==> config.mk <==
export PLATFORM = sky130hd
export DESIGN_NAME = lsu_dispatch
export DESIGN_NICKNAME = d
export VERILOG_FILES = /design/src/rtl/lsu_dispatch_pkg.sv /design/src/rtl/lsu_dispatch_slot.sv /design/src/rtl/lsu_dispatch.sv
export SDC_FILE = /design/constraint.sdc
export NUM_CORES = 1
export LEC_CHECK = 0
export CAP_MARGIN = 10
export CORE_MARGIN = 10
export CORE_UTILIZATION = 40
export DETAILED_ROUTE_END_ITERATION = 10
export PLACE_DENSITY = 0.78
export SETUP_SLACK_MARGIN = 0.1
export SLEW_MARGIN = 10
export SYNTH_ARGS = -nofsm -noshare
export SYNTH_HDL_FRONTEND = slang
export SYNTH_SLANG_ARGS = --single-unit
==> constraint.sdc <==
create_clock -name clk_i -period 2.4 [get_ports clk_i]
set_clock_uncertainty 0.1 [all_clocks]
set_input_delay 0.48 -clock clk_i [delete_from_list [all_inputs] [get_ports clk_i]]
set_output_delay 0.48 -clock clk_i [all_outputs]
set_load 0.005 [all_outputs]
==> src/rtl/lsu_dispatch_pkg.sv <==
// rtl/lsu_dispatch_pkg.sv - shared types and constants for the LSU dispatch stage
//
// Purpose: request record carried from the bypass buffer to the load/store
// units, access size encodings, misaligned exception causes and the
// alignment helper used by the dispatch logic.
package lsu_dispatch_pkg;

  localparam int VLEN          = 64;
  localparam int XLEN          = 64;
  localparam int TRANS_ID_BITS = 3;

  // Access size encodings (log2 of the byte count)
  localparam logic [1:0] SZ_B = 2'b00;
  localparam logic [1:0] SZ_H = 2'b01;
  localparam logic [1:0] SZ_W = 2'b10;
  localparam logic [1:0] SZ_D = 2'b11;

  // Exception causes reported for a misaligned access
  localparam logic [XLEN-1:0] CAUSE_LD_MISALIGNED = XLEN'(4);
  localparam logic [XLEN-1:0] CAUSE_ST_MISALIGNED = XLEN'(6);

  typedef struct packed {
    logic [VLEN-1:0]          vaddr;
    logic [XLEN-1:0]          data;
    logic [XLEN/8-1:0]        be;
    logic [1:0]               size;
    logic                     is_load;
    logic [TRANS_ID_BITS-1:0] trans_id;
  } lsu_ctrl_t;

  // An access is misaligned when any address bit below its natural size is set
  function automatic logic addr_misaligned(input logic [1:0] size, input logic [2:0] lsb);
    logic mis;
    mis = 1'b0;
    case (size)
      SZ_H:    mis = lsb[0];
      SZ_W:    mis = |lsb[1:0];
      SZ_D:    mis = |lsb[2:0];
      default: mis = 1'b0;
    endcase
    return mis;
  endfunction

endpackage

==> src/rtl/lsu_dispatch_slot.sv <==
// rtl/lsu_dispatch_slot.sv - one-entry valid/ready pipeline register with flush
//
// Ports:
//   clk, rst_n       clock, asynchronous active-low reset
//   flush            drops the held entry (valid cleared next cycle)
//   wr_en, wr_data   load a new entry (caller guarantees free is high)
//   req, valid       registered request and its valid
//   ready            downstream accepts the held entry
//   free             slot can take a new entry this cycle (empty or draining)
module lsu_dispatch_slot
  import lsu_dispatch_pkg::*;
(
  input  logic      clk,
  input  logic      rst_n,
  input  logic      flush,
  input  logic      wr_en,
  input  lsu_ctrl_t wr_data,
  output lsu_ctrl_t req,
  output logic      valid,
  input  logic      ready,
  output logic      free
);

  // Draining and refilling in the same cycle keeps full throughput
  assign free = !valid || ready;

  always_ff @(posedge clk or negedge rst_n) begin
    if (!rst_n) begin
      valid <= 1'b0;
      req   <= '0;
    end else if (flush) begin
      valid <= 1'b0;
    end else if (wr_en) begin
      valid <= 1'b1;
      req   <= wr_data;
    end else if (ready) begin
      valid <= 1'b0;
    end
  end

endmodule

==> src/rtl/lsu_dispatch.sv <==
// rtl/lsu_dispatch.sv - routes the LSU head request to the load or store unit
//
// Ports:
//   clk_i, rst_ni, flush_i               clock, async active-low reset, flush
//   lsu_ctrl_i, lsu_ctrl_valid_i         head entry of the bypass buffer
//   pop_ld_o, pop_st_o                   head retired this cycle (combinational)
//   ld_req_o, ld_valid_o, ld_ready_i     registered load request channel
//   st_req_o, st_valid_o, st_ready_i     registered store request channel
//   ex_valid_o, ex_trans_id_o,
//   ex_is_store_o                        misaligned exception pulse
module lsu_dispatch
  import lsu_dispatch_pkg::*;
(
  input  logic                     clk_i,
  input  logic                     rst_ni,
  input  logic                     flush_i,
  input  lsu_ctrl_t                lsu_ctrl_i,
  input  logic                     lsu_ctrl_valid_i,
  output logic                     pop_ld_o,
  output logic                     pop_st_o,
  output lsu_ctrl_t                ld_req_o,
  output logic                     ld_valid_o,
  input  logic                     ld_ready_i,
  output lsu_ctrl_t                st_req_o,
  output logic                     st_valid_o,
  input  logic                     st_ready_i,
  output logic                     ex_valid_o,
  output logic [TRANS_ID_BITS-1:0] ex_trans_id_o,
  output logic                     ex_is_store_o
);

  logic misaligned;
  logic hazard;
  logic ld_free;
  logic st_free;
  logic head_go;
  logic accept_ld;
  logic accept_st;

  assign misaligned = addr_misaligned(lsu_ctrl_i.size, lsu_ctrl_i.vaddr[2:0]);

  // A load must not overtake a stalled store to the same doubleword
  assign hazard = st_valid_o && !st_ready_i &&
                  (st_req_o.vaddr[VLEN-1:3] == lsu_ctrl_i.vaddr[VLEN-1:3]);

  // rst_ni in the qualifier keeps pops quiet while reset is held
  assign head_go = lsu_ctrl_valid_i && !flush_i && rst_ni;

  // Misaligned heads retire straight into the exception path, so they never
  // wait on a busy slot or a hazard
  assign accept_ld = head_go && lsu_ctrl_i.is_load &&
                     (misaligned || (ld_free && !hazard));
  assign accept_st = head_go && !lsu_ctrl_i.is_load &&
                     (misaligned || st_free);

  assign pop_ld_o = accept_ld;
  assign pop_st_o = accept_st;

  lsu_dispatch_slot u_ld_slot (
    .clk     (clk_i),
    .rst_n   (rst_ni),
    .flush   (flush_i),
    .wr_en   (accept_ld && !misaligned),
    .wr_data (lsu_ctrl_i),
    .req     (ld_req_o),
    .valid   (ld_valid_o),
    .ready   (ld_ready_i),
    .free    (ld_free)
  );

  lsu_dispatch_slot u_st_slot (
    .clk     (clk_i),
    .rst_n   (rst_ni),
    .flush   (flush_i),
    .wr_en   (accept_st && !misaligned),
    .wr_data (lsu_ctrl_i),
    .req     (st_req_o),
    .valid   (st_valid_o),
    .ready   (st_ready_i),
    .free    (st_free)
  );

  // Exception pulse; accept is already blocked under flush, so a flush
  // naturally clears it
  always_ff @(posedge clk_i or negedge rst_ni) begin
    if (!rst_ni) begin
      ex_valid_o    <= 1'b0;
      ex_trans_id_o <= '0;
      ex_is_store_o <= 1'b0;
    end else begin
      ex_valid_o <= (accept_ld || accept_st) && misaligned;
      if ((accept_ld || accept_st) && misaligned) begin
        ex_trans_id_o <= lsu_ctrl_i.trans_id;
        ex_is_store_o <= !lsu_ctrl_i.is_load;
      end
    end
  end

endmodule
==> flow_summary.rst <==
.. list-table::
   :header-rows: 1

   * - Metric
     - Value
   * - Worst-Margin Slew
     - 975 ps
   * - YS warnings
     - 0
   * - CTS tree
     - done
   * - Multi-input logic area
     - 4550 sq um
   * - Area fraction of the dominant cell type after synthesis
     - 62.9%
   * - CTS root buffer
     - sky130_fd_sc_hd__clkbuf_16
   * - Endpoint type of the worst setup path
     - output port
   * - Final Hold Fails
     - 0
   * - Number of placement rows
     - 62
   * - Share of the clock period used by the worst path
     - 134%
   * - Data arrival, critical path
     - approximately 2600 ps
   * - Post-synthesis area per instance
     - 15.9 sq um
   * - Fraction of synthesis flops using an asynchronous set or reset pin
     - 100%
   * - Top cells by count, synth
     - sky130_fd_sc_hd__dfrtp_1, sky130_fd_sc_hd__mux2_2, sky130_fd_sc_hd__mux2_1, sky130_fd_sc_hd__xor2_1, sky130_fd_sc_hd__xnor2_1
   * - Count of nets left with antenna violations after detail routing
     - 0
   * - Total half-perimeter wirelength after legalization and detailed placement
     - 28400 um
   * - Path class of the lowest-slack min-delay path
     - in -> reg
   * - Type of the worst setup path
     - in -> out
   * - Status
     - finished with violations
   * - Die Area
     - 36100 sq um
   * - Worst Slack Setup Final
     - -822 ps
   * - Most frequent cell after synthesis
     - sky130_fd_sc_hd__dfrtp_1
   * - Initial antenna violation count
     - 3
   * - Number of failing setup endpoints in the final timing report
     - 143
   * - Number of global-route vias before repair
     - 10100
   * - Max-Cap Viols
     - 0
   * - Req. time, crit path
     - ~1800 ps
   * - Startpoint type of the worst setup path
     - input pin
   * - DR iter-0 viols
     - 337
   * - Total Routed Length
     - 43600 um
   * - Number of flops mapped to enable cells by yosys
     - 0
   * - Global placer's final weighted congestion
     - ~0.8
   * - Wire length per cell after detailed routing
     - 24.3 um
   * - Cell type with the highest aggregate area in the netlist
     - sky130_fd_sc_hd__dfrtp_1
   * - Final non-filler cell total
     - 1799
   * - Residual DRC
     - 0
   * - Reg-to-reg setup timing slack
     - -730 ps
   * - Global-route wire length before repair
     - about 64000 um
   * - Final Slew Violations
     - 0
   * - Filler instances
     - 1831
   * - Violated checks
     - setup timing
   * - Std-Cell Core Area
     - 28600 sq um
   * - Sequential area share after synthesis
     - a little over three fifths
   * - Count of vias placed by the detailed router
     - 8868
   * - Post-route core utilization
     - 72.0%
   * - Starting density of the core
     - 40.4%
   * - Global router's overall resource usage
     - 23.2%
   * - Peak supply drop
     - 0.000703 V
   * - Die width
     - 190 um
   * - Aggregate global routing overflow
     - 0
   * - Worst slew margin
     - between 30% and 40%
   * - Post-Place Worst Slack
     - -1440 ps
   * - Post-Syn Area
     - 11600 sq um
   * - Total power density per cell area
     - 836 nW/um^2
   * - Syn Nets
     - 878
   * - Clock Latency Late Sink
     - roughly 500 ps
   * - Detailed-route vias per instance
     - 4.93
   * - Area taken by flip-flops and latches
     - 7280 sq um
   * - Post-synthesis sequential element count
     - 291
   * - Total iterations of the first detailed-routing run
     - 6
   * - Number of different library cells in the post-synthesis netlist
     - 30
   * - Time the final worst path needs with I/O delays and setup
     - 3220 ps
   * - Leading register cell type out of synthesis
     - sky130_fd_sc_hd__dfrtp_1
   * - Vertical die dimension
     - 190 um
   * - Summed negative setup slack over all endpoints
     - -92620 ps
   * - Clock edge transition at the registers on the reported setup and hold paths
     - 60 ps
   * - Total chip power
     - 17.2 mW
   * - Leak pwr
     - ~9.5 nW
   * - Fraction of final layout cells sized beyond drive strength 1
     - 35.6%
   * - Number of input and output port buffers inserted
     - between 400 and 500
   * - Largest net degree at the start of global routing
     - about 160
   * - Number of buffers created by CTS
     - 34
   * - Total Nets Final
     - 1535
   * - Synth top area cells
     - sky130_fd_sc_hd__dfrtp_1, sky130_fd_sc_hd__mux2_2, sky130_fd_sc_hd__mux2_1, sky130_fd_sc_hd__xor2_1, sky130_fd_sc_hd__xnor2_1
   * - Top-level I/O count
     - 441
   * - Setup repair after global routing missed its margin
     - true
   * - Clock sinks
     - between 200 and 300
   * - Timing-limited maximum frequency
     - 310 MHz
   * - H-Tree Depth
     - 2
   * - CTS Buffer Depth
     - 3
   * - Area Overhead vs Synth
     - 77.9%
   * - Critical path peak fanout
     - 3
   * - Number of placed instances with taps included
     - ~1700
   * - Synthesized instance count
     - 730
==> critical path, cell delays in order <==
cell,delay [ps]
sky130_fd_sc_hd__clkdlybuf4s50_1,510
sky130_fd_sc_hd__xnor2_1,150
sky130_fd_sc_hd__nand4_1,120
sky130_fd_sc_hd__nor4_2,260
sky130_fd_sc_hd__buf_4,140
sky130_fd_sc_hd__nand4_1,140
sky130_fd_sc_hd__or4_4,490
sky130_fd_sc_hd__a21oi_2,160
sky130_fd_sc_hd__nor2_1,40
sky130_fd_sc_hd__buf_2,140
==> worst paths after layout <==
path                                               start                             end  depth (start not counted)
setup / recovery                          lsu_ctrl_i[84]                        pop_ld_o                         10
hold / removal                           lsu_ctrl_i[107]  u_st_slot.req[107]$_DFFE_PN0P_                          2
setup reg to reg           u_st_slot.req[90]$_DFFE_PN0P_   u_ld_slot.req[46]$_DFFE_PN0P_                         12
hold reg to reg            u_ld_slot.req[10]$_DFFE_PN0P_   u_ld_slot.req[10]$_DFFE_PN0P_                          1
max in group asynchronous                         rst_ni   u_st_slot.req[24]$_DFFE_PN0P_                          4
min in group asynchronous                         rst_ni   u_st_slot.req[40]$_DFFE_PN0P_                          3
==> where the power goes <==
group | internal (mW) | switching (mW) | total, mW | leakage (nW)
logic | 3.51 | 1.75 | 5.26 | 5.24
registers | 6.02 | 0.682 | 6.70 | 3.66
clock network | 3.20 | 2.05 | 5.25 | 0.568
total | 12.7 | 4.48 | 17.2 | 9.47
==> flip-flops by register name, summed over array words and instances, names as in the netlist <==
signal	flops
ex_is_store_o	1
ex_trans_id_o	3
ex_valid_o	1
u_ld_slot.req	142
u_ld_slot.valid	1
u_st_slot.req	142
u_st_slot.valid	1
==> what timing repair did <==
action / 4_1_cts / 5_1_grt
cloned: 28 / 1
endpoints found under the setup margin: 249 / 288
gates resized for setup: 140 / 94
buffers inserted: 36 / 21
endpoints found under the hold margin: 17 / 0
pin swaps: 11 / 24
hold buffers: 1 / 0
==> metrics by stage <==
stage | hold WS, ps | area [sq um]
finish | 219 | 20600
global route | 218 | 20600
CTS | 301 | 20400
detailed placement | 364 | 17500
global placement | 351 | 17500
floorplan | 84.4 | 11600
==> cell type report <==
cell class	count	share of cell area (%)
clock buffer	54	5.24
clock inverter	7	0.346
multi-input combinational	395	22.1
antenna	3	0.0364
inverter	13	0.237
sequential	291	35.4
tap	384	2.33
timing repair buffer	652	34.4
==> placed cells by master, fill, tap and decap left out, types with 3 or more instances in the layout <==
master / count
sky130_fd_sc_hd__a21oi_1: 4
sky130_fd_sc_hd__buf_12: 37
sky130_fd_sc_hd__buf_16: 14
sky130_fd_sc_hd__buf_4: 129
sky130_fd_sc_hd__buf_6: 20
sky130_fd_sc_hd__buf_8: 4
sky130_fd_sc_hd__bufbuf_16: 8
sky130_fd_sc_hd__clkbuf_1: 8
sky130_fd_sc_hd__clkbuf_16: 38
sky130_fd_sc_hd__clkbuf_8: 9
sky130_fd_sc_hd__clkdlybuf4s50_1: 414
sky130_fd_sc_hd__clkinv_2: 3
sky130_fd_sc_hd__clkinv_4: 3
sky130_fd_sc_hd__dfrtp_1: 291
sky130_fd_sc_hd__diode_2: 3
sky130_fd_sc_hd__dlygate4sd2_1: 8
sky130_fd_sc_hd__dlymetal6s2s_1: 15
sky130_fd_sc_hd__inv_1: 12
sky130_fd_sc_hd__mux2_1: 69
sky130_fd_sc_hd__mux2_2: 103
sky130_fd_sc_hd__mux2_4: 108
sky130_fd_sc_hd__nand2_1: 5
sky130_fd_sc_hd__nand2b_1: 5
sky130_fd_sc_hd__nand4_1: 10
sky130_fd_sc_hd__nor4_1: 3
sky130_fd_sc_hd__nor4_2: 4
sky130_fd_sc_hd__o21ai_0: 3
sky130_fd_sc_hd__o22ai_1: 3
sky130_fd_sc_hd__xnor2_1: 20
sky130_fd_sc_hd__xnor2_2: 5
sky130_fd_sc_hd__xor2_1: 26
==> metal layers <==
metal	vias to the layer above	global-route usage, %	share of wire, %
met5	-	0	0
met4	0	8.79	3.4
met3	88	7.29	7.7
met2	342	41.3	52
met1	4510	25.4	37
li1	3928	-	-
==> kinds of logic after synthesis <==
| logic type | Yosys count | synth area share (%) |
|---|---|---|
| and+or+nand+nor | 42 | 2.13 |
| muxes | 281 | 27.3 |
| DFF | 291 | 62.9 |
| AOI/OAI and AO/OA | 21 | 1.12 |
| buffers and inverters | 44 | 2.66 |
| xor gates and xnor gates | 51 | 3.86 |
(Power assumes the default switching activity.)
